--- src/rtl/lc3_alu_pkg.sv ---
// Shared definitions for the sequential LC-3 ALU.
//   OP_*      : 3-bit operation encodings
//   CC_*      : one-hot NZP condition-code values
//   alu_state_e : top-level FSM states
//   nzp()     : condition code from a value's sign bit and zero flag
package lc3_alu_pkg;

  localparam logic [2:0] OP_ADD   = 3'b000;
  localparam logic [2:0] OP_AND   = 3'b001;
  localparam logic [2:0] OP_NOT   = 3'b010;
  localparam logic [2:0] OP_XOR   = 3'b011;
  localparam logic [2:0] OP_LSHF  = 3'b100;
  localparam logic [2:0] OP_RSHFL = 3'b101;
  localparam logic [2:0] OP_RSHFA = 3'b110;
  localparam logic [2:0] OP_MUL   = 3'b111;

  localparam logic [2:0] CC_N = 3'b100;
  localparam logic [2:0] CC_Z = 3'b010;
  localparam logic [2:0] CC_P = 3'b001;

  typedef enum logic {
    ST_IDLE = 1'b0,
    ST_MUL  = 1'b1
  } alu_state_e;

  // The datapath width is a parameter of the users, so the caller supplies
  // the sign bit and the all-zero flag rather than the whole value.
  function automatic logic [2:0] nzp(input logic sign, input logic is_zero);
    if (is_zero)   return CC_Z;
    else if (sign) return CC_N;
    else           return CC_P;
  endfunction

endpackage

--- src/rtl/lc3_mul_iter.sv ---
// Iterative shift-add multiplier, one multiplier bit per cycle.
//   clock, reset_n : system clock, async active-low reset
//   load           : capture operands and start WIDTH iterations
//   mcand_in       : multiplicand (operand1)
//   mplier_in      : multiplier (operand2)
//   last           : high during the final iteration cycle
//   product        : low WIDTH bits of the product, valid while last=1
module lc3_mul_iter #(
  parameter int WIDTH = 16
) (
  input  logic             clock,
  input  logic             reset_n,
  input  logic             load,
  input  logic [WIDTH-1:0] mcand_in,
  input  logic [WIDTH-1:0] mplier_in,
  output logic             last,
  output logic [WIDTH-1:0] product
);

  localparam int              CW       = $clog2(WIDTH);
  localparam logic [CW-1:0]   CNT_LAST = CW'(WIDTH - 1);

  logic             active;
  logic [CW-1:0]    cnt;
  logic [WIDTH-1:0] mcand;
  logic [WIDTH-1:0] mplier;
  logic [WIDTH-1:0] acc;
  logic [WIDTH-1:0] acc_next;

  // Truncating to WIDTH bits gives the correct low half for both signed and
  // unsigned operands, so no sign correction step is needed.
  assign acc_next = acc + (mplier[0] ? mcand : '0);
  assign last     = active && (cnt == CNT_LAST);
  // Exposes the accumulator including the current iteration so the final
  // value is available on the same edge that ends the multiply.
  assign product  = acc_next;

  always_ff @(posedge clock or negedge reset_n) begin
    if (!reset_n) begin
      active <= 1'b0;
      cnt    <= '0;
      mcand  <= '0;
      mplier <= '0;
      acc    <= '0;
    end else if (load) begin
      active <= 1'b1;
      cnt    <= '0;
      mcand  <= mcand_in;
      mplier <= mplier_in;
      acc    <= '0;
    end else if (active) begin
      acc    <= acc_next;
      mcand  <= mcand << 1;
      mplier <= mplier >> 1;
      cnt    <= cnt + 1'b1;
      if (cnt == CNT_LAST) active <= 1'b0;
    end
  end

endmodule

--- src/rtl/lc3_seq_alu.sv ---
// Sequential LC-3 ALU with start/busy/done handshake.
//   clock, reset_n : system clock, async active-low reset
//   start          : request, sampled only while busy=0
//   op             : ADD AND NOT XOR LSHF RSHFL RSHFA MUL
//   use_imm, imm   : operand2 = sext(imm) when use_imm=1, else b
//   a, b           : operand1, operand2 register value
//   busy           : multiply in progress
//   done           : one-cycle pulse, result/cc/ovf/err updated
//   result, cc     : registered result and its one-hot NZP
//   ovf            : signed overflow of the last ADD
//   err            : last request was an illegal op
//
// state   | meaning
// --------+-----------------------------------------------
// ST_IDLE | ready; single-cycle ops complete on accept
// ST_MUL  | shift-add multiply iterating, busy=1
module lc3_seq_alu
  import lc3_alu_pkg::*;
#(
  parameter int WIDTH  = 16,
  parameter int IMM_W  = 5,
  parameter bit MUL_EN = 1'b1
) (
  input  logic             clock,
  input  logic             reset_n,
  input  logic             start,
  input  logic [2:0]       op,
  input  logic             use_imm,
  input  logic [WIDTH-1:0] a,
  input  logic [WIDTH-1:0] b,
  input  logic [IMM_W-1:0] imm,
  output logic             busy,
  output logic             done,
  output logic [WIDTH-1:0] result,
  output logic [2:0]       cc,
  output logic             ovf,
  output logic             err
);

  localparam int SHW = $clog2(WIDTH);

  alu_state_e       state_q, state_d;
  logic [WIDTH-1:0] result_d;
  logic [2:0]       cc_d;
  logic             ovf_d, err_d, done_d;

  logic [WIDTH-1:0] op2;
  logic [SHW-1:0]   sh_amt;
  logic [WIDTH-1:0] sum;
  logic             add_ovf;
  logic [WIDTH-1:0] alu_res;

  logic             mul_load;
  logic             mul_last;
  logic [WIDTH-1:0] mul_product;

  assign op2     = use_imm ? {{(WIDTH-IMM_W){imm[IMM_W-1]}}, imm} : b;
  assign sh_amt  = op2[SHW-1:0];
  assign sum     = a + op2;
  assign add_ovf = (a[WIDTH-1] == op2[WIDTH-1]) && (sum[WIDTH-1] != a[WIDTH-1]);

  always_comb begin
    alu_res = '0;
    case (op)
      OP_ADD:   alu_res = sum;
      OP_AND:   alu_res = a & op2;
      OP_NOT:   alu_res = ~a;
      OP_XOR:   alu_res = a ^ op2;
      OP_LSHF:  alu_res = a << sh_amt;
      OP_RSHFL: alu_res = a >> sh_amt;
      OP_RSHFA: alu_res = $unsigned($signed(a) >>> sh_amt);
      default:  alu_res = '0;
    endcase
  end

  generate
    if (MUL_EN) begin : g_mul
      lc3_mul_iter #(.WIDTH(WIDTH)) u_mul (
        .clock     (clock),
        .reset_n   (reset_n),
        .load      (mul_load),
        .mcand_in  (a),
        .mplier_in (op2),
        .last      (mul_last),
        .product   (mul_product)
      );
    end else begin : g_no_mul
      logic mul_load_unused;
      assign mul_load_unused = mul_load;
      assign mul_last        = 1'b0;
      assign mul_product     = '0;
    end
  endgenerate

  always_comb begin
    state_d  = state_q;
    result_d = result;
    cc_d     = cc;
    ovf_d    = ovf;
    err_d    = err;
    done_d   = 1'b0;
    mul_load = 1'b0;
    case (state_q)
      ST_IDLE: begin
        if (start) begin
          if (op == OP_MUL) begin
            if (MUL_EN) begin
              mul_load = 1'b1;
              state_d  = ST_MUL;
            end else begin
              // Illegal op: flag it but leave result/cc/ovf untouched.
              done_d = 1'b1;
              err_d  = 1'b1;
            end
          end else begin
            result_d = alu_res;
            cc_d     = nzp(alu_res[WIDTH-1], alu_res == '0);
            ovf_d    = (op == OP_ADD) ? add_ovf : 1'b0;
            err_d    = 1'b0;
            done_d   = 1'b1;
          end
        end
      end
      ST_MUL: begin
        if (mul_last) begin
          state_d  = ST_IDLE;
          result_d = mul_product;
          cc_d     = nzp(mul_product[WIDTH-1], mul_product == '0);
          ovf_d    = 1'b0;
          err_d    = 1'b0;
          done_d   = 1'b1;
        end
      end
      default: state_d = ST_IDLE;
    endcase
  end

  always_ff @(posedge clock or negedge reset_n) begin
    if (!reset_n) begin
      state_q <= ST_IDLE;
      result  <= '0;
      cc      <= CC_Z;
      ovf     <= 1'b0;
      err     <= 1'b0;
      done    <= 1'b0;
    end else begin
      state_q <= state_d;
      result  <= result_d;
      cc      <= cc_d;
      ovf     <= ovf_d;
      err     <= err_d;
      done    <= done_d;
    end
  end

  assign busy = (state_q == ST_MUL);

endmodule

--- config.mk ---
export PLATFORM = sky130hd
export DESIGN_NAME = lc3_seq_alu
export DESIGN_NICKNAME = d
export VERILOG_FILES = /design/src/rtl/lc3_alu_pkg.sv /design/src/rtl/lc3_mul_iter.sv /design/src/rtl/lc3_seq_alu.sv
export SDC_FILE = /design/constraint.sdc
export NUM_CORES = 1
export LEC_CHECK = 0
export ABC_CLOCK_PERIOD_IN_PS = 6950
export BUFFER_PORTS_ARGS = -buffer_cell sky130_fd_sc_hd__buf_2
export CORE_MARGIN = 2
export CORE_UTILIZATION = 30
export CTS_CLUSTER_DIAMETER = 60
export DETAILED_ROUTE_END_ITERATION = 8
export GPL_ROUTABILITY_DRIVEN = 0
export PLACE_DENSITY_LB_ADDON = 0.12
export SLEW_MARGIN = 20
export SYNTH_ARGS = -nofsm -noshare
export SYNTH_HDL_FRONTEND = slang
export SYNTH_SLANG_ARGS = --single-unit
--- constraint.sdc ---
create_clock -name clock -period 6.95 [get_ports clock]
set_clock_uncertainty 0.15 [all_clocks]
set_input_delay 1.0425 -clock clock [delete_from_list [all_inputs] [get_ports clock]]
set_output_delay 1.0425 -clock clock [all_outputs]
set_load 0.005 [all_outputs]
==> results.md, run 1 <==
- After the first detailed-routing iteration, the DRC count stood at slightly below 700.
- The detailed-route DRC error count is 0.
- The worst setup path is launched from a primary input.
- The wire length of the first global-routing pass is 42100 µm.
- The share of the Yosys chip area taken by registers is 0.249.
- The finished layout holds ~1300 standard cells, fillers aside.
- The data required time of the worst path is 7.04 ns.
- The flop and latch count out of synthesis is 75.
- The worst-case headroom to the max-slew limit is 0.392.
- TritonCTS created 9 clock buffers.
- In the global route stage, overall resource usage came out at 0.206.
- The core area is 0.0250 mm².
- After synthesis, the most frequently instantiated cells are sky130_fd_sc_hd__nor2_1 (90), sky130_fd_sc_hd__nand2_1 (85), sky130_fd_sc_hd__mux2i_1 (75), sky130_fd_sc_hd__dfrtp_1 (74), sky130_fd_sc_hd__o21ai_0 (72).
- The HPWL reported at the end of detailed placement is around 20000 µm.
- Of the cells placed in the final design, the portion with a size suffix greater than 1 is 0.145.
- The hold-fix buffer count after cts is 0.
- The sum of overflow across all layers after global routing is 0.
- The tightest min-delay check is of the reg -> reg type.
- After routing, the total negative slack on setup checks comes to 0 ns.
- The overall die width is 163 µm.
- The number of standard-cell rows in the floorplan is 58.
- The run finished with clean final reports.
- Counting tap cells, the placed design contains a total of roughly 1300 instances.
- Setup violations remaining at the end of the flow were counted as 0.
- The most used flip-flop cell after synthesis is sky130_fd_sc_hd__dfrtp_1.
- The worst register-to-register path ends at cc[0]$_DFFE_PN0P_.
- Static timing analysis puts the maximum clock frequency at roughly 0.20 GHz.
- The number of antenna violations at the first check in global routing is 0.
- The worst setup path is of the in -> reg kind.
- The number of global-route vias before repair was 7092.
- The proportion of synthesized flip-flops having asynchronous set or reset is 1.00.
- STA classifies the critical path endpoint as a register.
- The vertical die dimension is 163 µm.
- The number of buffers on the longest clock path is 2.
- The synthesized design contains 0 enable-type register cells.
- Buffers placed on the I/O ports in this run total 65.
- The power per cell area is 354 mW/mm².
- The routed layout has 7290 vias.
- The clock insertion delay at the later pin of the skew report is 0.35 ns.
- The leakage power summed over all cells is 3.69 nW.
- Synthesis produced a netlist with a net count of 999.
- Registers take between 0.0015 and 0.002 mm².
- The setup slack of the critical path after layout is 1.91 ns.
- The root buffer cell chosen for the clock tree is sky130_fd_sc_hd__clkbuf_16.
- The final number of hold-violating endpoints is 0.
- Each instance of the synthesized netlist takes up on average about 8.2 µm².
- The final layout contains 1015 nets.
- The number of nets with antenna violations after detailed routing is 0.
- The number of slew-limit violations in the final report is 0.
- After detailed routing, the total wire length is 26700 µm.
- Clock-pin slew was measured on the worst setup and hold paths at 0.06 ns.
- The post-detailed-route via-to-cell ratio is 5.74.
- The shortest period the worst path allows is 5.04 ns.
- Dividing the detail-routed wire length by the instance count gives roughly 21 µm.
- The clock tree synthesis step divided the H-tree into 3 levels.
- The Yosys step of the flow raised 0 warnings.
- Setup repair after global routing left no endpoint under its margin.
- The number of different library cells used by synthesis comes to 87.
- After synthesis, the cell types taking the most area are sky130_fd_sc_hd__dfrtp_1 (25%), sky130_fd_sc_hd__mux2i_1 (9.9%), sky130_fd_sc_hd__ha_1 (5.5%).
- The cell type with the highest aggregate area in the netlist is sky130_fd_sc_hd__dfrtp_1.
- The total I/O pin count is 67.
- 0 antenna diodes ended up in the layout.
- Dividing the final minimum period by the clock period gives 0.725.
- At the pin with the least slew margin, the transition time is 0.907 ns.
- Max-cap violations in this run came to 0.
- The area of the die is 0.0265 mm².
- Of the post-synthesis cell area, the dominant cell type holds 0.245.
- The synthesized netlist cell count is 920.
- STA puts the critical path data arrival time at 5.12 ns.
- The library cell with the highest instance count after synthesis is sky130_fd_sc_hd__nor2_1.
- Counting the fill cells in the layout gives 2731.
- The post-CTS resize count is 0.
- Before antenna repair, the detailed router went through 6 iterations.
- The worst slack after detailed placement is 1.58 ns.
- The number of cells traversed by the worst register-to-register path is 12.
- The capture point of the worst path is cc[0]$_DFFE_PN0P_.
- The total design power is 2.98 mW.
- The synthesized netlist occupies a cell area of ~0.0076 mm².
- In this run the post-CTS setup repair buffer count came out at 0.
- The initial core utilization is 0.302.
- The multi-input combinational cell area is about 0.0053 mm².
- TritonCTS built the clock tree.
- For flop-to-flop paths, the worst setup slack is 2.61 ns.
- In this run the critical register-to-register path is launched from g_mul.u_mul.mplier[0]$_DFFE_PN0P_.
- IR analysis of the VDD net gives a maximum drop of between 100 and 150 µV.
- The maximum number of pins on one net before global-route repair is 53.
- The critical path starts at use_imm.
- Of all nets on the critical path, the largest fanout is 26.
- From synthesis to final layout, the design area changed by 11.7%.
- The clock drives 75 sinks.
## cells by family after synthesis
logic type | share of synthesized area
xor gates and xnor gates | 0.0244
muxes | 0.184
buffers and inverters | 0.0568
and+or+nand+nor | 0.189
AOI/OAI and AO/OA | 0.237
other | 0.000497
DFF | 0.249
adders and majority gates | 0.0600
## critical path: stages
cell and delay (ns):
sky130_fd_sc_hd__buf_2 0.41, sky130_fd_sc_hd__mux2i_4 0.34, sky130_fd_sc_hd__inv_4 0.18, sky130_fd_sc_hd__ha_1 0.28, sky130_fd_sc_hd__fa_1 0.45, sky130_fd_sc_hd__a211oi_1 0.43
sky130_fd_sc_hd__o21ai_0 0.29, sky130_fd_sc_hd__a311oi_1 0.47, sky130_fd_sc_hd__o21ai_0 0.16, sky130_fd_sc_hd__a311oi_1 0.36, sky130_fd_sc_hd__o2111ai_1 0.18, sky130_fd_sc_hd__nor4_2 0.17
sky130_fd_sc_hd__nand3_1 0.14, sky130_fd_sc_hd__a21bo_1 0.19
## report_power, final
part | switching [mW] | internal, mW | total, mW
logic | 0.993 | 0.685 | 1.68
clock network | 0.201 | 0.329 | 0.530
registers | 0.136 | 0.637 | 0.773
## metal layers
layer,global-route usage,share of wire,wire (µm),vias up
li1,-,-,-,3462
met1,0.284,0.47,12400,3470
met2,0.325,0.44,11800,296
met3,0.0364,0.058,1550,62
met4,0.0684,0.033,879,0
met5,0,0,0,-
## worst min-delay path by stage
stage,start,endpoint,cells after the start
after floorplan,result[4]$_DFFE_PN0P_,result[4]$_DFFE_PN0P_,2
after detailed placement,result[4]$_DFFE_PN0P_,result[4]$_DFFE_PN0P_,2
after global placement,result[4]$_DFFE_PN0P_,result[4]$_DFFE_PN0P_,2
after global routing,result[3]$_DFFE_PN0P_,result[3]$_DFFE_PN0P_,1
after CTS,result[4]$_DFFE_PN0P_,result[4]$_DFFE_PN0P_,2
final,result[4]$_DFFE_PN0P_,result[4]$_DFFE_PN0P_,2
## stage by stage
stage          hold slack (ns)  utilization  instance area [µm²]
2_1_floorplan            0.323            -                 7550
3_3_place_gp             0.315        0.324                 8100
3_5_place_dp             0.321        0.324                 8100
4_1_cts                  0.336        0.338                 8430
5_1_grt                  0.363        0.338                 8430
6_report                 0.327        0.338                 8430
## sequential cells by signal, indices dropped and copies added, names as in the netlist
name,flops
busy,1
cc,3
done,1
g_mul.u_mul.acc,16
g_mul.u_mul.active,1
g_mul.u_mul.cnt,4
g_mul.u_mul.mcand,16
g_mul.u_mul.mplier,16
ovf,1
result,16
## cell type report
class / count / area share
multi-input combinational: 740 / 0.623
clock inverter: 6 / 0.0114
tap: 330 / 0.0490
clock buffer: 10 / 0.0283
sequential: 75 / 0.223
inverter: 32 / 0.0145
timing repair buffer: 78 / 0.0504
## placed cells by master, fill, tap and decap left out, types with 10 or more instances in the layout
cell type                  instances
sky130_fd_sc_hd__a31oi_1          11
sky130_fd_sc_hd__buf_2            64
sky130_fd_sc_hd__mux4_2           10
sky130_fd_sc_hd__mux2i_1          74
sky130_fd_sc_hd__a21oi_1          60
sky130_fd_sc_hd__and2_1           19
sky130_fd_sc_hd__dfrtp_1          73
sky130_fd_sc_hd__xnor2_1          13
sky130_fd_sc_hd__inv_1            30
sky130_fd_sc_hd__nor3_1           23
sky130_fd_sc_hd__ha_1             33
sky130_fd_sc_hd__buf_4            14
sky130_fd_sc_hd__nand2_1          85
sky130_fd_sc_hd__a21o_1           18
sky130_fd_sc_hd__nor2_1           90
sky130_fd_sc_hd__mux2_2           17
sky130_fd_sc_hd__a211oi_1         10
sky130_fd_sc_hd__o21ai_0          72
sky130_fd_sc_hd__nand3_1          28
No activity file was read; power rests on OpenSTA's default activity.
==> run 2, diff against run 1 <==
Settings changed: ABC_CLOCK_PERIOD_IN_PS 6950 to 4510.
Clock period 6.95 ns to 4.51 ns, I/O delays scaled along.
==> run 2 against run 1 <==
Utilization grew 0.78 points. First-iteration DRC count shrank 8.1%. Combinational power grew 59%. Critical path type is now reg -> reg. Global-route usage grew 0.85 points. Hold slack lost 0.11 ns. Die area is the same. Largest power group unchanged. Sequential power grew 53%. Sequential share of layout area shrank 0.50 points.
==> results.md, run 2 (synthesis results as in run 1) <==
- The power per cell area was 546 mW/mm² (was 354 mW/mm²).
- The via count of the routed design is 7355 (was 7290).
- The number of nets with antenna violations after detailed routing came to 0 (unchanged).
- The setup slack of the critical path after layout is 0.292 ns (was 1.91 ns).
- The placed instance area came to 0.00828 mm² (was 0.00810 mm²).
- The TritonCTS clock tree is yes (unchanged).
- The slowest stage cell on the critical path is sky130_fd_sc_hd__a311oi_1 (unchanged).
- The post-route non-filler standard cell count is 1297 (was 1271).
- Critical path cell sequence: and2_1 -> ha_1 -> fa_1 -> a211o_1 -> a211o_1 -> a31oi_1 -> o21ai_0 -> a21o_1 -> a311oi_1 -> nand4_1 -> a22oi_1 -> a21bo_1 (was buf_2 -> mux2i_4 -> inv_4 -> ha_1 -> fa_1 -> a211oi_1 -> o21ai_0 -> a311oi_1 -> o21ai_0 -> a311oi_1 -> o2111ai_1 -> nor4_2 -> nand3_1 -> a21bo_1).
- The number of antenna violations at the first check in global routing is 0 (unchanged).
- The overall track demand over capacity in global routing is 0.214 (was 0.206).
- The proportion of layout cells with a drive suffix above 1 came to 0.165 (was 0.145).
- The total I/O pin count was 67 (unchanged).
- Unrepaired setup endpoints after global routing: false (unchanged).
- The cell count after placement was 1280 (was 1255).
- The quantity of I/O buffers inserted on ports is 65 (unchanged).
- The total negative slack is 0 ns (unchanged).
- The worst hold-check slack was 0.220 ns (was 0.327 ns).
- The source of the worst register-to-register timing path is g_mul.u_mul.mcand[0]$_DFFE_PN0P_ (was g_mul.u_mul.mplier[0]$_DFFE_PN0P_).
- The clock transition at the registers of the reported paths is 0.07 ns (was 0.06 ns).
- The number of cells traversed by the worst register-to-register path came to 12 (unchanged).
- The cell at the root of the clock tree was sky130_fd_sc_hd__clkbuf_16 (unchanged).
- The core area is 0.0250 mm² (unchanged).
- The area of all placed cells without fillers is 0.00863 mm² (was 0.00843 mm²).
- The critical setup path kind is reg -> reg (was in -> reg).
- In this design, the critical path's most frequently occurring cell is sky130_fd_sc_hd__a211o_1.
- The capturing point of the worst reg2reg path is cc[0]$_DFFE_PN0P_ (unchanged).
- The class of the worst hold path is in -> async (was reg -> reg).
- The maximum fanout along the worst path is 5 (was 26).
- The most common cell after layout, fill and taps aside is sky130_fd_sc_hd__nor2_1 (unchanged).
- The post-detailed-route wirelength per cell was 21.5 µm (was 21.0 µm).
- The area of the die is 0.0265 mm² (unchanged).
- The number of slew-limit violations in the final report was 0 (unchanged).
- The data required time of the worst path came to 4.61 ns (was 7.04 ns).
- The data arrival time of the critical path is 4.32 ns (was 5.12 ns).
- The number of max-capacitance violations reported was 0 (unchanged).
- The clock insertion delay at the later pin of the skew report is 0.35 ns (about the same).
- The highest cell delay on the worst timing path is 0.60 ns (was 0.47 ns).
- The sequential cell area came to 0.00188 mm² (unchanged).
- The number of standard-cell rows in the floorplan is 58 (unchanged).
- The worst reg-to-reg setup slack is 0.29 ns (was 2.61 ns).
- The setup fix buffers added after clock tree synthesis is 0 (unchanged).
- The sink count of the clock tree came to 75 (unchanged).
- The detailed-routing iteration count for the pre-antenna-repair pass is 6 (unchanged).
- The number of violations reported at the end of detailed-routing iteration 0 came to 635 (was 691).
- The layout-stage area growth over the synthesis result is 14.3% (was 11.7%).
- The leakage power summed over all cells is 3.81 nW (was 3.69 nW).
- The wire length of the first global-routing pass was 43300 µm (was 42100 µm).
- The number of H-tree levels is 3 (unchanged).
- The final number of hold-violating endpoints is 0 (unchanged).
- The overall die width was 163 µm (unchanged).
- The endpoint class of the critical path is a register (unchanged).
- The HPWL reported at the end of detailed placement is 20400 µm (was 19800 µm).
- The count of final setup violators came to 0 (unchanged).
- The worst slack after detailed placement is -0.0205 ns (was 1.58 ns).
- The initial core utilization is 0.302 (unchanged).
- The vertical die dimension is 163 µm (unchanged).
- The maximum number of pins on one net before global-route repair is 76 (was 53).
- The post-detailed-route via-to-cell ratio is 5.67 (was 5.74).
- The final wirelength is 27900 µm (was 26700 µm).
- The number of global-route vias before repair is 7219 (was 7092).
- The shortest period the worst path allows is 4.22 ns.
- The sum of overflow across all layers after global routing is 0 (unchanged).
- The count of nets after finishing is 1040 (was 1015).
- The final-layout fill cell count is 2728 (was 2731).
- The multi-input combinational cell area is 0.00525 mm² (was 0.00526 mm²).
- The worst-case headroom to the max-slew limit is 0.335 (was 0.392).
- The total CTS buffers is 9 (unchanged).
- The hold-fix buffer count after cts came to 0 (unchanged).
- The upper clock frequency limit is 0.237 GHz.
- The measured slew at the worst slew-check pin is 0.996 ns (was 0.907 ns).
- The maximum ir drop on the vdd rail is 255 µV (was 141 µV).
- The number of buffers on the longest clock path is 2 (unchanged).
- Outcome: finished clean (unchanged).
- Top library cells by usage in the layout, fill and taps aside: sky130_fd_sc_hd__nor2_1 (90), sky130_fd_sc_hd__nand2_1 (85), sky130_fd_sc_hd__mux2i_1 (74) (unchanged).
- The post-CTS resize count is 0 (unchanged).
- The detailed-route DRC error count is 0 (unchanged).
- The final clock period utilization by the worst path is 0.935.
- The critical path launch point type is a register (was primary input).
-- run 2: changes by cell type in the layout (fill, tap and decap cells not counted) --
cell / delta
sky130_fd_sc_hd__nor3_2: -1
sky130_fd_sc_hd__nor3_1: +1
sky130_fd_sc_hd__clkinv_2: +1
sky130_fd_sc_hd__clkinvlp_4: -1
sky130_fd_sc_hd__diode_2: +1
sky130_fd_sc_hd__bufinv_16: +1
sky130_fd_sc_hd__clkbuf_8: -1
sky130_fd_sc_hd__inv_8: -1
sky130_fd_sc_hd__clkbuf_1: +1
sky130_fd_sc_hd__buf_4: +24
sky130_fd_sc_hd__buf_6: +1
-- run 2: routing by layer --
metal	global-route usage	vias up	share of wire
met4	0.0990	0	0.042
met5	0	-	0
li1	-	3499	-
met2	0.329	254	0.45
met1	0.301	3549	0.46
met3	0.0239	53	0.048
-- run 2: layout make-up --
cell class              instances  area share
clock inverters                 6      0.0131
flip-flops and latches         75       0.218
repair buffers                103      0.0715
inverters                      32      0.0142
multi-input cells             740       0.609
clock buffers                  10      0.0265
well taps                     330      0.0479
diodes                          1    0.000290
-- run 2: where the power goes --
| group | internal (mW) | switching [mW] | leakage [nW] |
|---|---|---|---|
| Combinational | 1.11 | 1.57 | 2.73 |
| Sequential | 0.983 | 0.194 | 0.918 |
| Clock | 0.543 | 0.318 | 0.167 |
| Total | 2.63 | 2.08 | 3.81 |
-- run 2: worst max path at each step --
stage	from	to	slack [ns]	depth (start not counted)
floorplan	use_imm	cc[0]$_DFFE_PN0P_	0.03	16
global placement	use_imm	cc[0]$_DFFE_PN0P_	-0.01	14
detailed placement	use_imm	cc[0]$_DFFE_PN0P_	-0.02	14
CTS	g_mul.u_mul.mcand[0]$_DFFE_PN0P_	cc[0]$_DFFE_PN0P_	0.28	12
global route	use_imm	cc[0]$_DFFE_PN0P_	0.006	14
finish	g_mul.u_mul.mcand[0]$_DFFE_PN0P_	cc[0]$_DFFE_PN0P_	0.29	12
-- run 2: through the flow --
stage	power (mW)	utilization
floorplan	3.05	-
global placement	3.86	0.332
detailed placement	3.86	0.332
CTS	4.74	0.345
global route	5.10	0.346
finish	4.71	0.346
-- run 2: critical path, delay by kind of cell (launching register included) --
kind | cells | cell delay [ns]
compound gates | 8 | 2.47
fa+ha+maj | 2 | 0.68
simple gates | 2 | 0.42
flops | 1 | 0.40
==> run 3, diff against run 2 <==
Settings changed: ABC_CLOCK_PERIOD_IN_PS 4510 to 4500, CTS_BUF_LIST from default to sky130_fd_sc_hd__clkbuf_4 sky130_fd_sc_hd__clkbuf_8.
Clock period 4.51 ns to 4.5 ns, I/O delays scaled along.
==> run 3 against run 2 <==
Die area stayed put. Global-route usage down 0.11 points. Largest cell class unchanged. Total power down 5.5%.
==> results.md, run 3 (synthesis results as in run 1) <==
- Unrepaired setup endpoints after global routing: false (unchanged).
- The endpoint class of the critical path was a register (unchanged).
- The vertical die dimension is 163 µm (unchanged).
- The dominant delay contributor by cell family on the critical path is simple AND/OR/NAND/NOR gates (was compound AO/OA/AOI/OAI gates).
- The maximum fanout along the worst path is 4 (was 5).
- The data arrival time of the critical path was 4.29 ns (was 4.32 ns).
- The number of cells traversed by the worst register-to-register path came to 12 (unchanged).
- The initial core utilization is 0.302 (unchanged).
- The number of nets with antenna violations after detailed routing is 0 (unchanged).
- The detailed-route DRC error count is 0 (unchanged).
- The final number of hold-violating endpoints was 0 (unchanged).
- The final clock period utilization by the worst path is 0.927 (was 0.935).
- The placed instance area is 0.00828 mm² (unchanged).
- The maximum ir drop on the vdd rail is 214 µV (was 255 µV).
- The critical setup path kind is reg -> reg (unchanged).
- The total negative slack is 0 ns (unchanged).
- The data required time of the worst path is 4.62 ns (was 4.61 ns).
- The area of the die is 0.0265 mm² (unchanged).
- The capturing point of the worst reg2reg path is cc[0]$_DFFE_PN0P_ (unchanged).
- The sink count of the clock tree came to 75 (unchanged).
- The number of global-route vias before repair is 7250 (was 7219).
- The critical path launch point type is a register (unchanged).
- Outcome: finished clean (unchanged).
- The clock transition at the registers of the reported paths is 0.09 ns (was 0.07 ns).
- The clock insertion delay at the later pin of the skew report is 0.38 ns (was 0.35 ns).
- The worst-case headroom to the max-slew limit came to 0.352 (was 0.335).
- The setup slack of the critical path after layout is 0.328 ns (was 0.292 ns).
- The post-detailed-route via-to-cell ratio is 5.67 (about the same).
- The number of antenna violations at the first check in global routing came to 0 (unchanged).
- The core area is 0.0250 mm² (unchanged).
- The sum of overflow across all layers after global routing is 0 (unchanged).
- The detailed-routing iteration count for the pre-antenna-repair pass is 7 (was 6).
- The total CTS buffers is 9 (unchanged).
- The cell count after placement was 1280 (unchanged).
- The number of gates on the worst path with buffers counted is 12 (unchanged).
- The proportion of layout cells with a drive suffix above 1 was 0.167 (was 0.165).
- The leakage power summed over all cells is 3.75 nW (was 3.81 nW).
- The shortest period the worst path allows is 4.17 ns (was 4.22 ns).
- The hold-fix buffer count after cts is 0 (unchanged).
- The post-route non-filler standard cell count is 1296 (was 1297).
- The post-detailed-route wirelength per cell is 21.5 µm (about the same).
- The final design utilization was 0.341 (was 0.346).
- The worst reg-to-reg setup slack is 0.33 ns (was 0.29 ns).
- The setup fix buffers added after clock tree synthesis is 0 (unchanged).
- The via count of the routed design came to 7351 (was 7355).
- The number of H-tree levels is 3 (unchanged).
- The measured slew at the worst slew-check pin came to 0.970 ns (was 0.996 ns).
- The power per cell area is 524 mW/mm² (was 546 mW/mm²).
- The layout-stage area growth over the synthesis result came to 12.6% (was 14.3%).
- The number of max-capacitance violations reported is 0 (unchanged).
- The most common cell after layout, fill and taps aside was sky130_fd_sc_hd__nor2_1 (unchanged).
- The count of final setup violators was 0 (unchanged).
- The area of all placed cells without fillers is 0.00850 mm² (was 0.00863 mm²).
- The TritonCTS clock tree is yes (unchanged).
- The worst slack after detailed placement came to -0.0595 ns (was -0.0205 ns).
- The maximum number of pins on one net before global-route repair is 76 (unchanged).
- The number of standard-cell rows in the floorplan is 58 (unchanged).
- Top library cells by usage in the layout, fill and taps aside: sky130_fd_sc_hd__nor2_1 (90), sky130_fd_sc_hd__nand2_1 (85), sky130_fd_sc_hd__mux2i_1 (74) (unchanged).
- The number of buffer and inverter instances along the worst setup path came to 0 (unchanged).
- The total I/O pin count is 67 (unchanged).
- The quantity of I/O buffers inserted on ports is 65 (unchanged).
- The number of slew-limit violations in the final report is 0 (unchanged).
- The wire length of the first global-routing pass is 43300 µm (about the same).
- Critical path cell sequence: and2_1 -> ha_1 -> fa_1 -> a211o_1 -> a21oi_1 -> o311ai_1 -> or4_1 -> or4_1 -> nor4_1 -> nand4_1 -> a22oi_1 -> a21bo_1 (was and2_1 -> ha_1 -> fa_1 -> a211o_1 -> a211o_1 -> a31oi_1 -> o21ai_0 -> a21o_1 -> a311oi_1 -> nand4_1 -> a22oi_1 -> a21bo_1).
- The HPWL reported at the end of detailed placement is 20300 µm (was 20400 µm).
- The class of the worst hold path is in -> async (unchanged).
- The source of the worst register-to-register timing path is g_mul.u_mul.mcand[0]$_DFFE_PN0P_ (unchanged).
- The number of buffers on the longest clock path came to 2 (unchanged).
- The highest cell delay on the worst timing path came to 0.57 ns (was 0.60 ns).
- The overall track demand over capacity in global routing came to 0.213 (was 0.214).
- The total inserted antenna cells is 0 (was 1).
- The final wirelength is 27900 µm (about the same).
- The cell at the root of the clock tree is sky130_fd_sc_hd__clkbuf_8 (was sky130_fd_sc_hd__clkbuf_16).
- The slowest stage cell on the critical path was sky130_fd_sc_hd__or4_1 (was sky130_fd_sc_hd__a311oi_1).
- The number of violations reported at the end of detailed-routing iteration 0 is 522 (was 635).
- The post-CTS resize count is 0 (unchanged).
- The upper clock frequency limit is 0.240 GHz (was 0.237 GHz).
- The count of nets after finishing was 1040 (unchanged).
- The critical path's most frequent cell was sky130_fd_sc_hd__or4_1 (was sky130_fd_sc_hd__a211o_1).
- The overall die width is 163 µm (unchanged).
[run 3: where the power goes]
| group | switching (mW) | total [mW] | internal, mW |
|---|---|---|---|
| Sequential | 0.192 | 1.17 | 0.982 |
| Combinational | 1.56 | 2.69 | 1.13 |
| Clock | 0.300 | 0.589 | 0.289 |
| Total | 2.05 | 4.45 | 2.40 |
[run 3: cell type report]
cell class | count | area [µm²]
Fill cell | 2751 | 16500
Multi-Input combinational cell | 740 | 5260
Sequential cell | 75 | 1880
Timing Repair Buffer | 103 | 617
Tap cell | 330 | 413
Clock buffer | 11 | 151
Inverter | 32 | 123
Clock inverter | 5 | 60.1
[run 3: metal layers]
| layer | GRT usage | share of wire | vias to the layer above |
|---|---|---|---|
| li1 | - | - | 3507 |
| met1 | 0.295 | 0.46 | 3522 |
| met2 | 0.328 | 0.44 | 268 |
| met3 | 0.0364 | 0.057 | 54 |
| met4 | 0.0897 | 0.040 | 0 |
| met5 | 0 | 0 | - |
[run 3: worst register-to-register path: stages (launching register included)]
cell                       delay (ns)
sky130_fd_sc_hd__dfrtp_1         0.41
sky130_fd_sc_hd__and2_1          0.15
sky130_fd_sc_hd__ha_1            0.22
sky130_fd_sc_hd__fa_1            0.46
sky130_fd_sc_hd__a211o_1         0.35
sky130_fd_sc_hd__a21oi_1         0.15
sky130_fd_sc_hd__o311ai_1        0.14
sky130_fd_sc_hd__or4_1           0.57
sky130_fd_sc_hd__or4_1           0.54
sky130_fd_sc_hd__nor4_1          0.30
sky130_fd_sc_hd__nand4_1         0.22
sky130_fd_sc_hd__a22oi_1         0.20
sky130_fd_sc_hd__a21bo_1         0.22
[run 3: through the flow]
stage	hold slack, ns	total power [mW]
global placement	0.318	3.89
detailed placement	0.318	3.88
CTS	0.338	4.49
global route	0.228	4.85
finish	0.169	4.45
floorplan	0.229	3.06
[run 3: worst max-delay path by stage]
stage	startpoint	endpoint	slack [ns]
after floorplan	use_imm	cc[0]$_DFFE_PN0P_	0.02
after global placement	use_imm	cc[0]$_DFFE_PN0P_	-0.04
after detailed placement	use_imm	cc[0]$_DFFE_PN0P_	-0.06
after CTS	use_imm	cc[0]$_DFFE_PN0P_	0.33
after global routing	g_mul.u_mul.mcand[0]$_DFFE_PN0P_	cc[0]$_DFFE_PN0P_	0.05
final	g_mul.u_mul.mcand[0]$_DFFE_PN0P_	cc[0]$_DFFE_PN0P_	0.33
